$ cat config.mk
export PLATFORM = sky130hd
export DESIGN_NAME = arf062b064e1r1w0cbbehsaa4acw_bist_fail_encoder
export DESIGN_NICKNAME = d
export VERILOG_FILES = /design/src/rtl/arf062b064e1r1w0cbbehsaa4acw_bist_pkg.sv /design/src/rtl/arf062b064e1r1w0cbbehsaa4acw_bist_prio_encoder.sv /design/src/rtl/arf062b064e1r1w0cbbehsaa4acw_bist_fail_encoder.sv
export SDC_FILE = /design/constraint.sdc
export NUM_CORES = 1
export LEC_CHECK = 0
export CAP_MARGIN = 10
export CELL_PAD_IN_SITES_DETAIL_PLACEMENT = 0
export CELL_PAD_IN_SITES_GLOBAL_PLACEMENT = 1
export CORE_MARGIN = 2
export CORE_UTILIZATION = 37
export CTS_CLUSTER_DIAMETER = 60
export DETAILED_ROUTE_END_ITERATION = 10
export GPL_TIMING_DRIVEN = 0
export PLACE_DENSITY = 0.91
export SLEW_MARGIN = 20
export SYNTH_ARGS = -nofsm -noshare
export SYNTH_HDL_FRONTEND = slang
export SYNTH_SLANG_ARGS = --single-unit
$ cat constraint.sdc
create_clock -name clk -period 4 [get_ports clk]
set_clock_uncertainty 0.15 [all_clocks]
set_input_delay 0.8 -clock clk [delete_from_list [all_inputs] [get_ports clk]]
set_output_delay 0.8 -clock clk [all_outputs]
set_load 0.1 [all_outputs]
$ cat src/rtl/arf062b064e1r1w0cbbehsaa4acw_bist_pkg.sv
// Shared state encoding and default widths for the 62x64 1R1W array BIST fail-log encoder.
package arf062b064e1r1w0cbbehsaa4acw_bist_pkg;

  typedef enum logic [0:0] {
    IDLE = 1'b0,
    SCAN = 1'b1
  } bist_state_e;

  localparam int DEF_IN_WIDTH   = 64;
  localparam int DEF_OUT_WIDTH  = 6;
  localparam int DEF_ADDR_WIDTH = 6;
  localparam int DEF_CNT_WIDTH  = 16;

endpackage

$ cat src/rtl/arf062b064e1r1w0cbbehsaa4acw_bist_prio_encoder.sv
// LSB-first priority encoder; also flags a vector with exactly one bit set.
module arf062b064e1r1w0cbbehsaa4acw_bist_prio_encoder
  import arf062b064e1r1w0cbbehsaa4acw_bist_pkg::*;
#(
  parameter int IN_WIDTH  = DEF_IN_WIDTH,
  parameter int OUT_WIDTH = DEF_OUT_WIDTH
) (
  input  logic [IN_WIDTH-1:0]  vec,
  output logic [OUT_WIDTH-1:0] idx,
  output logic                 onehot_only
);

  localparam logic [IN_WIDTH-1:0] ONE = IN_WIDTH'(1);

  // Scanning downward lets the lowest set bit overwrite any higher one.
  always_comb begin
    idx = '0;
    for (int i = IN_WIDTH - 1; i >= 0; i--) begin
      if (vec[i]) idx = OUT_WIDTH'(i);
    end
  end

  assign onehot_only = (vec != '0) && ((vec & (vec - ONE)) == '0);

endmodule

$ cat src/rtl/arf062b064e1r1w0cbbehsaa4acw_bist_fail_encoder.sv
// Serialises a multi-hot compare-fail vector into one bit-index beat per cycle.
// Beat counter is built only when ARF062B064E1R1W0CBBEHSAA4ACW_BIST_FAIL_CNT_EN is defined.
module arf062b064e1r1w0cbbehsaa4acw_bist_fail_encoder
  import arf062b064e1r1w0cbbehsaa4acw_bist_pkg::*;
#(
  parameter int IN_WIDTH   = DEF_IN_WIDTH,
  parameter int OUT_WIDTH  = DEF_OUT_WIDTH,
  parameter int ADDR_WIDTH = DEF_ADDR_WIDTH,
  parameter int CNT_WIDTH  = DEF_CNT_WIDTH
) (
  input  logic                  clk,
  input  logic                  rst_b,
  input  logic                  fail_vld,
  output logic                  fail_rdy,
  input  logic [IN_WIDTH-1:0]   fail_vec,
  input  logic [ADDR_WIDTH-1:0] fail_addr,
  output logic                  log_vld,
  input  logic                  log_rdy,
  output logic [OUT_WIDTH-1:0]  log_bit,
  output logic [ADDR_WIDTH-1:0] log_addr,
  output logic                  log_last,
  input  logic                  bist_clr,
  output logic [CNT_WIDTH-1:0]  fail_cnt,
  output logic                  fail_cnt_sat
);

  localparam logic [0:0]          ST_IDLE = IDLE;
  localparam logic [0:0]          ST_SCAN = SCAN;
  localparam logic [IN_WIDTH-1:0] ONE     = IN_WIDTH'(1);

  logic [0:0]            state;
  logic [IN_WIDTH-1:0]   pending;
  logic [ADDR_WIDTH-1:0] addr_q;
  logic [OUT_WIDTH-1:0]  low_idx;
  logic                  low_only;
  logic                  beat;

  arf062b064e1r1w0cbbehsaa4acw_bist_prio_encoder #(
    .IN_WIDTH  (IN_WIDTH),
    .OUT_WIDTH (OUT_WIDTH)
  ) u_prio (
    .vec         (pending),
    .idx         (low_idx),
    .onehot_only (low_only)
  );

  // Outputs decode straight from flops; pending is zero in IDLE so log_bit/log_last rest at 0.
  assign fail_rdy = (state == ST_IDLE);
  assign log_vld  = (state == ST_SCAN);
  assign log_bit  = low_idx;
  assign log_last = low_only;
  assign log_addr = addr_q;
  assign beat     = log_vld && log_rdy;

  always_ff @(posedge clk) begin
    if (!rst_b) begin
      state   <= ST_IDLE;
      pending <= '0;
      addr_q  <= '0;
    end else begin
      case (state)
        ST_IDLE: begin
          if (fail_vld && (fail_vec != '0)) begin
            pending <= fail_vec;
            addr_q  <= fail_addr;
            state   <= ST_SCAN;
          end
        end
        ST_SCAN: begin
          // Subtract-and-mask drops exactly the lowest set bit, i.e. the one just logged.
          if (beat) begin
            pending <= pending & (pending - ONE);
            if (low_only) state <= ST_IDLE;
          end
        end
        default: state <= ST_IDLE;
      endcase
    end
  end

`ifdef ARF062B064E1R1W0CBBEHSAA4ACW_BIST_FAIL_CNT_EN
  localparam logic [CNT_WIDTH-1:0] CNT_ONE = CNT_WIDTH'(1);

  logic [CNT_WIDTH-1:0] cnt_q;
  logic                 sat_q;

  // Clear has priority over a coincident beat.
  always_ff @(posedge clk) begin
    if (!rst_b) begin
      cnt_q <= '0;
      sat_q <= 1'b0;
    end else if (bist_clr) begin
      cnt_q <= '0;
      sat_q <= 1'b0;
    end else if (beat && (cnt_q != '1)) begin
      cnt_q <= cnt_q + CNT_ONE;
      if ((cnt_q + CNT_ONE) == '1) sat_q <= 1'b1;
    end
  end

  assign fail_cnt     = cnt_q;
  assign fail_cnt_sat = sat_q;
`else
  logic unused_clr;

  assign unused_clr   = bist_clr;
  assign fail_cnt     = '0;
  assign fail_cnt_sat = 1'b0;
`endif

endmodule
==> flow_summary.ini <==
[yosys]
synth-simple-area-share = 0.3055
synth_edf_count = 0
ys_types = 62
synth_largest_area_cell = dfxtp_1
synth_top_family_by_area = compound AO/OA/AOI/OAI gates
synth_seq_cells = 71
synth_xor_area_frac = 0
synthAdderAreaFrac = 0.003935
yosysWarnings = 0
yosysSeqAreaShare = 0.2794
synth_compound_area_frac = 0.3229
synth_area_um2 = 5087
syn_inst = 714
yosysMostFrequentCell = nand2_1
syn_area_per_cell_um2 = 7.125
synth_top_area_frac = 0.2794
yosys-top-cells-area = dfxtp_1, o21ai_0, nand2_1, a21boi_0, a21oi_1
synth_mux_area_frac = 0.001968
synth_common_cells = nand2_1, o21ai_0, dfxtp_1
ys.flop_type = dfxtp_1
synthArstFlopShare = 0

[cts]
numCtsBuffers = 9
hold_buffers = 0
cts_max_level = 3
clockBufferDepth = 2
cts_tree = yes
clock_latency_ns = 0.35
path_clk_slew_ns = 0.06
clock_sinks = 71
cts-root-buf = clkbuf_16

[run_status]
violations = setup timing
outcome = finished, violations left

[timing]
fin_ws_ns = -0.4377
period_share = 1.109
worst_pin_slew_ns = 0.9776
slew_viol_final = 0
hold_ws_ns = 0.3103
setup_violations = 2
fin_crit_ns = 4.438
hold_viol = 0
fin_tns_setup_ns = -0.4830
max_freq_mhz = 225.3
rsz0062_at_grt = yes
max_slew_margin = 0.3462

[pwr]
p_int_mw = 1.549
swShare = 0.4007
powerDensity_nw_per_um2 = 380.2
pwr-share-seq = 0.322
p_leak_nw = 2.462
peakVddDrop_mv = 0.2271
pwr-share-comb = 0.384
finalPower_mw = 2.585
p_sw_mw = 1.036
p_clk_frac = 0.294

[cells_and_area]
area_growth_syn_to_layout_pct = 33.64
nFillCells = 1350
antenna_cells = 0
fin_area_um2 = 6799
fin_cells = 1017
layout-drive-gt1-share = 0.1427
fin_util = 0.5094
final_nets = 913

[grt]
antenna_found_initial = 0
grt_overflow = 0
grt_pass1_wl_um = 32860
gr-usage-all-layers = 0.2936
grt_pass1_vias = 5808
grt_max_degree = 11

[routing]
vias_per_cell = 6.129
routed_wl_um = 21240
drtPass1Iterations = 5
wl_per_cell_um = 20.89
drc = 0
vias = 6233
dr.first_iter.drc_count = 730
drtAntennaViolNets = 0

[floorplanning]
initial_core_util = 0.3811
pin_count = 107
rows = 42
die_width_um = 121.3
core_um2 = 13350
die_h_um = 121.3
dieArea_um2 = 14700

[critical_path]
critPathLaunchType = register
slowest_delay_ns = 0.43
end_kind = primary output
crit_type = reg -> out
cp_top_family = simple AND/OR/NAND/NOR gates
crit_fanout = 10
crit_chain = buf_6 -> nor4_4 -> nand4_2 -> or2_1 -> buf_6 -> o41a_1 -> a221o_1 -> or4_4 -> nor4_4 -> buf_6
crit_arrival_ns = 3.49
cp.buffers_inverters = 3
crit_required_ns = 3.05
slowest_stage = or4_4
crit_top_cell = buf_6

[placed_design]
dp_cells = 992
dp.final_hpwl_um = 15520
portBuffers = 86
placed_area_um2 = 6275
place.gp.congestion = 1.004
dp_slack_ns = -1.409

[run]
drv_cap = 0

[worst_hold_path]
min_path_type = reg -> reg
path summary, 6_finish.rpt:
| check | start | depth (start not counted) | slack (ns) | to |
|---|---|---|---|---|
| worst max-delay path | pending[0]$_SDFFE_PN0P_ | 10 | -0.44 | log_last |
| worst min-delay path | log_addr[5]$_SDFFE_PN0P_ | 2 | 0.31 | log_addr[5]$_SDFFE_PN0P_ |
| worst max register to register | pending[0]$_SDFFE_PN0P_ | 11 | 0.62 | log_vld$_SDFF_PN0_ |
| worst min register to register | log_addr[5]$_SDFFE_PN0P_ | 2 | 0.31 | log_addr[5]$_SDFFE_PN0P_ |
repair_timing:
item                       in CTS  in global routing
setup endpoints to repair      18                 41
gates resized for setup        60                 22
setup buffers                  14                  4
gates cloned                    0                  0
pin swaps                      16                 13
state kept, by name (all words and copies together) (netlist names):
| signal | flops |
|---|---|
| pending | 64 |
| log_addr | 6 |
| log_vld | 1 |
cells in the final DEF (no fill, tap or decap), types with 5 or more instances in the layout:
master and n:
a21boi_0 36, a21oi_1 55, a22oi_1 13, a31oi_1 8, and2_1 5, buf_2 7, buf_4 38, buf_6 6
clkbuf_1 31, clkbuf_16 9, clkbuf_2 5, clkdlybuf4s50_1 79, conb_1 17, dfxtp_1 65, dfxtp_2 5, inv_1 17
nand2_1 85, nand3_1 21, nand4_1 8, nor2_1 64, nor2b_1 12, nor3_1 20, nor4_1 23, nor4_4 9
o211ai_1 14, o21ai_0 69, o31ai_1 8, or2_2 6, or3_1 5, or4_1 6, or4_4 5
kinds of logic after synthesis:
kind of cell	Yosys count
flip-flops	71
multiplexers	1
buffers and inverters	88
AND/OR/NAND/NOR	295
other	1
adder cells (fa/ha/maj)	2
AO/OA/AOI/OAI	256
worst reg2reg max path, cell delays in order, from the launching register on:
cell and delay [ns]:
dfxtp_1 0.30, buf_6 0.13, nor4_4 0.39, nand4_2 0.17
or2_1 0.26, buf_6 0.14, o41a_1 0.36, a221o_1 0.29
or4_4 0.43, nor4_4 0.37, buf_4 0.17, a21oi_1 0.06
layout make-up:
| class | count | area [um2] | area share |
|---|---|---|---|
| Buffer | 64 | 365.4 | 0.05374 |
| Clock buffer | 13 | 260.3 | 0.03828 |
| Clock inverter | 1 | 5.005 | 0.0007361 |
| Inverter | 17 | 63.81 | 0.009385 |
| Multi-Input combinational cell | 571 | 3467 | 0.5099 |
| Sequential cell | 71 | 1431 | 0.2105 |
| Tap cell | 176 | 220.2 | 0.03239 |
| Timing Repair Buffer | 104 | 985.9 | 0.1450 |
per-layer routing:
layer  track usage  part of all wire
met4        0.1487             0.045
met3       0.05545              0.10
met5             0                 0
met1        0.4087              0.43
met2        0.4308              0.42
power by group through the flow:
| stage | Clock, mW | Combinational, mW | Sequential (mW) |
|---|---|---|---|
| global placement | 0 | 0.918 | 0.831 |
| finish | 0.759 | 0.993 | 0.832 |
| floorplan | 0 | 0.610 | 0.842 |
| CTS | 0.762 | 0.958 | 0.821 |
| detailed placement | 0 | 0.916 | 0.831 |
| global route | 0.787 | 1.05 | 0.840 |
(Power assumes the default switching activity.)
